--- src/rtl/systolic_sequencer_pkg.sv ---
// Shared types and default sizes for the PairHMM systolic sequencer.
package systolic_sequencer_pkg;

   // Sequencer FSM states.
   typedef enum logic [2:0] {
      StIdle,
      StClear,
      StCompute,
      StAdvance,
      StFinish
   } seq_state_t;

   localparam int unsigned NumPeDefault = 4;
   localparam int unsigned ColWDefault  = 8;
   localparam int unsigned StepWDefault = 9;

endpackage

--- src/rtl/systolic_sequencer_if.sv ---
// Command/status and PE-array control bundle of the systolic sequencer.
interface systolic_sequencer_if
   import systolic_sequencer_pkg::*;
#(
   parameter int unsigned NUM_PE = NumPeDefault,
   parameter int unsigned COL_W  = ColWDefault,
   parameter int unsigned STEP_W = StepWDefault
) ();

   logic                    start;
   logic [COL_W-1:0]        read_len;
   logic [COL_W-1:0]        hap_len;
   logic [NUM_PE-1:0]       pe_done;
   logic                    array_clr;
   logic                    advance;
   logic [NUM_PE-1:0]       pe_enable;
   logic [NUM_PE*COL_W-1:0] col_idx;
   logic [STEP_W-1:0]       step;
   logic                    busy;
   logic                    done;
   logic                    err;

   // Sequencer side.
   modport master (
      input  start, read_len, hap_len, pe_done,
      output array_clr, advance, pe_enable, col_idx, step, busy, done, err
   );

   // Host / PE-array side.
   modport slave (
      output start, read_len, hap_len, pe_done,
      input  array_clr, advance, pe_enable, col_idx, step, busy, done, err
   );

endinterface

--- src/rtl/systolic_sequencer_wavefront_decode.sv ---
// Anti-diagonal decode: which PEs are active at step t and their column indices.
module systolic_sequencer_wavefront_decode #(
   parameter int unsigned NUM_PE = 4,
   parameter int unsigned COL_W  = 8,
   parameter int unsigned STEP_W = 9
) (
   input  logic [STEP_W-1:0]       step_i,
   input  logic [COL_W-1:0]        read_len_i,
   input  logic [COL_W-1:0]        hap_len_i,
   output logic [NUM_PE-1:0]       pe_enable_o,
   output logic [NUM_PE*COL_W-1:0] col_idx_o
);

   localparam int unsigned DiffW = STEP_W + 1;

   logic [DiffW-1:0] rlen_ext;
   logic [DiffW-1:0] hlen_ext;

   assign rlen_ext = DiffW'(read_len_i);
   assign hlen_ext = DiffW'(hap_len_i);

   for (genvar i = 0; i < NUM_PE; i++) begin : g_pe
      logic signed [DiffW-1:0] diff;
      logic                    in_range;

      // Range check on the full signed width; truncate only once it passes.
      assign diff     = $signed({1'b0, step_i}) - $signed(DiffW'(i));
      assign in_range = (DiffW'(i) < rlen_ext) && !diff[DiffW-1] &&
                        (diff < $signed(hlen_ext));

      assign pe_enable_o[i]               = in_range;
      assign col_idx_o[i*COL_W +: COL_W]  = in_range ? diff[COL_W-1:0] : '0;
   end

endmodule

--- src/rtl/systolic_sequencer.sv ---
// Wavefront sequencer for the PairHMM PE array: steps anti-diagonals, waits for
// all active PEs, pulses advance, and flags completion, bad commands and stalls.
module systolic_sequencer
   import systolic_sequencer_pkg::*;
#(
   parameter int unsigned NUM_PE  = NumPeDefault,
   parameter int unsigned COL_W   = ColWDefault,
   parameter int unsigned STEP_W  = StepWDefault,
   parameter int unsigned TIMEOUT = 1024
) (
   input logic                  clk,
   input logic                  reset,
   systolic_sequencer_if.master bus_io
);

   localparam int unsigned SumW = STEP_W + 1;
   localparam int unsigned WdW  = $clog2(TIMEOUT);
   // Abort when the watchdog is about to reach TIMEOUT-1 so that err/array_clr
   // land in the TIMEOUT-th cycle counted from COMPUTE entry.
   localparam logic [WdW-1:0] WdLimit = WdW'(TIMEOUT - 2);

   seq_state_t        state_q;
   logic [STEP_W-1:0] step_q;
   logic [COL_W-1:0]  rlen_q;
   logic [COL_W-1:0]  hlen_q;
   logic [WdW-1:0]    wd_q;
   logic              array_clr_q;
   logic              advance_q;
   logic              busy_q;
   logic              done_q;
   logic              err_q;

   logic [NUM_PE-1:0]       dec_enable;
   logic [NUM_PE*COL_W-1:0] dec_col;
   logic                    bad_cmd;
   logic                    all_done;
   logic                    last_step;

   systolic_sequencer_wavefront_decode #(
      .NUM_PE (NUM_PE),
      .COL_W  (COL_W),
      .STEP_W (STEP_W)
   ) u_decode (
      .step_i      (step_q),
      .read_len_i  (rlen_q),
      .hap_len_i   (hlen_q),
      .pe_enable_o (dec_enable),
      .col_idx_o   (dec_col)
   );

   assign bad_cmd   = (bus_io.read_len == '0) || (bus_io.hap_len == '0) ||
                      (32'(bus_io.read_len) > NUM_PE);
   // Bits of PEs outside the current wavefront are masked off.
   assign all_done  = ((bus_io.pe_done & dec_enable) == dec_enable);
   assign last_step = (SumW'(step_q) + SumW'(2)) == (SumW'(rlen_q) + SumW'(hlen_q));

   // Control FSM, step counter, watchdog and registered pulse outputs.
   always_ff @(posedge clk) begin
      if (reset) begin
         state_q     <= StIdle;
         step_q      <= '0;
         rlen_q      <= '0;
         hlen_q      <= '0;
         wd_q        <= '0;
         array_clr_q <= 1'b0;
         advance_q   <= 1'b0;
         busy_q      <= 1'b0;
         done_q      <= 1'b0;
         err_q       <= 1'b0;
      end else begin
         array_clr_q <= 1'b0;
         advance_q   <= 1'b0;
         done_q      <= 1'b0;
         err_q       <= 1'b0;
         unique case (state_q)
            StIdle: begin
               if (bus_io.start) begin
                  if (bad_cmd) begin
                     err_q <= 1'b1;
                  end else begin
                     rlen_q      <= bus_io.read_len;
                     hlen_q      <= bus_io.hap_len;
                     step_q      <= '0;
                     array_clr_q <= 1'b1;
                     busy_q      <= 1'b1;
                     state_q     <= StClear;
                  end
               end
            end
            StClear: begin
               wd_q    <= '0;
               state_q <= StCompute;
            end
            StCompute: begin
               if (all_done) begin
                  advance_q <= 1'b1;
                  state_q   <= StAdvance;
               end else if (wd_q == WdLimit) begin
                  err_q       <= 1'b1;
                  array_clr_q <= 1'b1;
                  busy_q      <= 1'b0;
                  state_q     <= StIdle;
               end else begin
                  wd_q <= wd_q + 1'b1;
               end
            end
            StAdvance: begin
               if (last_step) begin
                  done_q  <= 1'b1;
                  state_q <= StFinish;
               end else begin
                  step_q  <= step_q + 1'b1;
                  wd_q    <= '0;
                  state_q <= StCompute;
               end
            end
            StFinish: begin
               busy_q  <= 1'b0;
               state_q <= StIdle;
            end
            default: state_q <= StIdle;
         endcase
      end
   end

   assign bus_io.pe_enable = (state_q == StCompute) ? dec_enable : '0;
   assign bus_io.col_idx   = (state_q == StCompute) ? dec_col : '0;
   assign bus_io.step      = step_q;
   assign bus_io.array_clr = array_clr_q;
   assign bus_io.advance   = advance_q;
   assign bus_io.busy      = busy_q;
   assign bus_io.done      = done_q;
   assign bus_io.err       = err_q;

endmodule

--- src/flat_wrapper.sv ---
// flat-port wrapper written by rule: the top's interface ports become plain ports
module systolic_sequencer_flat import systolic_sequencer_pkg::*;
#(
   parameter int unsigned NUM_PE  = NumPeDefault,
   parameter int unsigned COL_W   = ColWDefault,
   parameter int unsigned STEP_W  = StepWDefault,
   parameter int unsigned TIMEOUT = 1024
)
  (clk, reset, bus_io_start, bus_io_read_len, bus_io_hap_len, bus_io_pe_done, bus_io_array_clr, bus_io_advance, bus_io_pe_enable, bus_io_col_idx, bus_io_step, bus_io_busy, bus_io_done, bus_io_err);
  systolic_sequencer_if #(.NUM_PE(NUM_PE), .COL_W(COL_W), .STEP_W(STEP_W)) bus_io_i ();
  input logic clk;
  input logic reset;
  input wire logic [$bits(bus_io_i.start)-1:0] bus_io_start;
  input wire logic [$bits(bus_io_i.read_len)-1:0] bus_io_read_len;
  input wire logic [$bits(bus_io_i.hap_len)-1:0] bus_io_hap_len;
  input wire logic [$bits(bus_io_i.pe_done)-1:0] bus_io_pe_done;
  output wire logic [$bits(bus_io_i.array_clr)-1:0] bus_io_array_clr;
  output wire logic [$bits(bus_io_i.advance)-1:0] bus_io_advance;
  output wire logic [$bits(bus_io_i.pe_enable)-1:0] bus_io_pe_enable;
  output wire logic [$bits(bus_io_i.col_idx)-1:0] bus_io_col_idx;
  output wire logic [$bits(bus_io_i.step)-1:0] bus_io_step;
  output wire logic [$bits(bus_io_i.busy)-1:0] bus_io_busy;
  output wire logic [$bits(bus_io_i.done)-1:0] bus_io_done;
  output wire logic [$bits(bus_io_i.err)-1:0] bus_io_err;
  assign bus_io_i.start = bus_io_start;
  assign bus_io_i.read_len = bus_io_read_len;
  assign bus_io_i.hap_len = bus_io_hap_len;
  assign bus_io_i.pe_done = bus_io_pe_done;
  assign bus_io_array_clr = bus_io_i.array_clr;
  assign bus_io_advance = bus_io_i.advance;
  assign bus_io_pe_enable = bus_io_i.pe_enable;
  assign bus_io_col_idx = bus_io_i.col_idx;
  assign bus_io_step = bus_io_i.step;
  assign bus_io_busy = bus_io_i.busy;
  assign bus_io_done = bus_io_i.done;
  assign bus_io_err = bus_io_i.err;
  systolic_sequencer #(.NUM_PE(NUM_PE), .COL_W(COL_W), .STEP_W(STEP_W), .TIMEOUT(TIMEOUT)) u_core (.clk(clk), .reset(reset), .bus_io(bus_io_i));
endmodule
--- config.mk ---
export PLATFORM = sky130hd
export DESIGN_NAME = systolic_sequencer_flat
export DESIGN_NICKNAME = d
export VERILOG_FILES = /design/src/rtl/systolic_sequencer_pkg.sv /design/src/rtl/systolic_sequencer_if.sv /design/src/rtl/systolic_sequencer_wavefront_decode.sv /design/src/rtl/systolic_sequencer.sv /design/src/flat_wrapper.sv
export SDC_FILE = /design/constraint.sdc
export NUM_CORES = 1
export LEC_CHECK = 0
export BUFFER_PORTS_ARGS = -buffer_cell sky130_fd_sc_hd__buf_2
export CELL_PAD_IN_SITES_DETAIL_PLACEMENT = 0
export CELL_PAD_IN_SITES_GLOBAL_PLACEMENT = 2
export CORE_MARGIN = 5
export CORE_UTILIZATION = 33
export CTS_CLUSTER_SIZE = 14
export DETAILED_ROUTE_END_ITERATION = 8
export GPL_TIMING_DRIVEN = 0
export PLACE_DENSITY_LB_ADDON = 0.1
export SYNTH_ARGS = -nofsm -noshare
export SYNTH_HDL_FRONTEND = slang
export SYNTH_HIERARCHICAL = 1
export SYNTH_SLANG_ARGS = --single-unit
--- constraint.sdc ---
create_clock -name clk -period 5.5 [get_ports clk]
set_input_delay 1.65 -clock clk [delete_from_list [all_inputs] [get_ports clk]]
set_output_delay 1.65 -clock clk [all_outputs]
set_load 0.01 [all_outputs]
==> impl_metrics.toml <==
[run_status]
status = "finished, final reports clean"

[final_layout]
regArea_um2 = 863
design_area_mm2 = 0.00497
n_antenna_cell = 0
multiInputGateArea_mm2 = 0.00314
fin_util = 0.396
final_cells = 793
num-nets-final = 689
area_growth_pct = 18.2
n_fill_cell = 1337
drive_above_1_share = 0.188

[floorplanning]
initial_core_util = 0.335
chipHeight_um = 123
ios = 73
die_w_um = 123
rows = 41
coreArea_mm2 = 0.0126
dieArea_mm2 = 0.0151

[sta]
hold_viol = 0
finClkSkew_ns = 0.00837
max_freq_mhz = 191
worstMarginPinSlew_ns = 0.861
finalSetupViolCount = 0
finalSetupTns_ns = 0
drv_slew = 0
hold_slack_ns = 0.483
rsz0062_at_grt = "false"
slew_headroom = 0.422
worst_slack_ns = 0.253
fin_crit_ns = 5.25
min_period_over_period = 0.954

[worst_hold_path]
min_path_type = "reg -> reg"
worstHoldPathCells = 1

[global_routing]
grt_pass1_wl_mm = 21.8
grt_overflow = 0
use_met1 = 0.240
antenna_found_initial = 0
top_usage_layer = "met2"
first_global_vias = 4205
grt_usage = 0.185
met2_usage = 0.317
grt_use_met3 = 0.0229
grt_max_degree = 17

[synth]
synthCells = 541
synth_nets = 610
synth_fa_ha_area_frac = 0.139
yosysTopAreaCellShare = 0.205
yosysTopAreaCell = "dfxtp_1"
yosys.area_share.simple = 0.338
avgSynthCellArea_um2 = 7.78
synthTopCellsByArea = "dfxtp_1 (20%), ha_1 (13%), and2_1 (6.4%), nand2_1 (5.4%), xnor2_1 (5.2%)"
synth_common_cells = "nand2_1 (60), ha_1 (45), and2_1 (43), dfxtp_1 (43), nor2_1 (32)"
ys.flop_type = "dfxtp_1"
synth-xor-area-share = 0.0830
synth_edf_count = 0
synth_seq_area_share = 0.205
synthMuxAreaShare = 0.00238
syn_area_mm2 = 0.00421
synth_cell_types = 64
yosysWarnings = 6
yosysMostFrequentCell = "nand2_1"
synth-compound-area-share = 0.177
ys_seq_elements = 43
async_reset_ff_frac = 0
synth_top_family_by_area = "simple AND/OR/NAND/NOR gates"

[route]
dr.pass1.iters = 4
ant_nets = 0
via_count = 4215
wl_per_cell_um = 17.2
routed_wl_mm = 13.7
drc = 0
drt_iter0_drc = 305
drt-vias-per-instance = 5.32

[worst_setup_path]
cp-start-kind = "register"
end_kind = "output pin"
worstSetupPathType = "reg -> out"
cp.arrival_ns = 3.60
r2r_cells = 19
crit_fanout = 10
required_ns = 3.85

[clocking]
clkLatencyLatePin_ns = 0.29
clkTransAtPathRegs_ns = 0.07
cts_num_sinks = 43
numCtsBuffers = 5
root_buffer = "clkbuf_16"
cts_tree = "done"
ctsHoldBuffers = 0
cts_buffer_depth = 2
cts.htree.levels = 2

[placed_design]
place_area_mm2 = 0.00478
dp_slack_ns = -0.135
io_buffers = 71
gp_congestion = 0.851
placed_cells = 784
post-dp-hpwl_mm = 10.8

[job]
max_cap_viol_count = 0

[power_and_ir_drop]
vdd_drop_max_mv = 0.136
power_mw = 0.653
power_density_mw_per_mm2 = 131
cellLeakagePower_nw = 2.10
[cells by family (layout without fill, tap and decap cells)]
| kind of cell | Yosys count | count (layout) |
|---|---|---|
| AO/OA/AOI/OAI | 102 | 102 |
| XOR/XNOR | 39 | 39 |
| adder cells (fa/ha/maj) | 46 | 46 |
| buffers and inverters | 56 | 136 |
| flip-flops | 43 | 43 |
| multiplexers | 1 | 1 |
| AND/OR/NAND/NOR | 254 | 254 |
[final cells by class]
| cell class | instances | share of cell area |
|---|---|---|
| timing repair buffer | 72 | 0.0730 |
| tap | 172 | 0.0433 |
| clock buffer | 7 | 0.0287 |
| buffer | 31 | 0.0297 |
| multi-input combinational | 442 | 0.631 |
| inverter | 25 | 0.0189 |
| clock inverter | 1 | 0.00176 |
| sequential | 43 | 0.174 |
[final timing paths]
| check | startpoint | endpoint | slack, ns |
|---|---|---|---|
| max | u_core/bus_io.step[2] | bus_io_pe_enable[3] | 0.25 |
| min | u_core/wd_q[6] | u_core/wd_q[6] | 0.48 |
| max reg2reg | u_core/bus_io.step[2] | u_core/wd_q[4] | 0.68 |
| min reg2reg | u_core/wd_q[6] | u_core/wd_q[6] | 0.48 |
[critical path: stages, from the launching register on]
cell      delay, ns
dfxtp_2        0.45
clkbuf_4       0.28
inv_1          0.13
ha_1           0.22
a21oi_2        0.23
nand2_1        0.10
xnor2_1        0.22
ha_1           0.28
a211o_1        0.31
o221ai_1       0.22
a31oi_2        0.15
nor2_1         0.29
buf_4          0.15
inv_1          0.04
nor2_1         0.09
buf_2          0.14
[metal layers]
metal | vias up | wire (µm)
li1 | 2098 | -
met1 | 1978 | 6230
met2 | 123 | 6540
met3 | 16 | 593
met4 | 0 | 301
met5 | - | 0
[report_power, final]
group / leakage [nW] / switching [mW] / internal [mW]
Sequential: 0.348 / 0.000759 / 0.312
Combinational: 1.68 / 0.0185 / 0.0119
Clock: 0.0741 / 0.128 / 0.182
Total: 2.10 / 0.147 / 0.506
[cells in the final DEF (no fill, tap or decap), types with 5 or more instances in the layout]
cell type / instances
xor2_1: 13
nor3_1: 30
a211o_1: 7
nor3b_1: 17
nor4_1: 6
o221ai_1: 7
nor2_1: 32
ha_1: 45
inv_1: 24
xnor2_1: 25
a211oi_1: 6
a21o_1: 5
o21a_1: 5
nor3b_2: 6
nand2b_1: 5
and2_1: 43
or3_1: 6
buf_2: 75
a21oi_1: 28
o21ai_0: 6
clkbuf_1: 22
clkbuf_16: 5
nand4_1: 8
a311oi_1: 6
buf_4: 5
nand2_1: 60
dfxtp_1: 41
nand3_1: 18
[what timing repair did]
action | 4_1_cts | 5_1_grt
setup buffers | 0 | 1
hold endpoints to repair | 0 | 0
resized for setup | 6 | 6
pin swaps | 0 | 1
setup endpoints to repair | 27 | 26
[flip-flops by register name (all words and copies together), names as in the netlist]
signal and cells:
u_core/bus_io.advance 1, u_core/bus_io.array_clr 1, u_core/bus_io.step 9, u_core/state_q 3
u_core/hlen_q 8, u_core/rlen_q 8, u_core/bus_io.done 1, u_core/bus_io.busy 1
u_core/wd_q 10, u_core/bus_io.err 1
No activity file was read; power rests on OpenSTA's default activity.
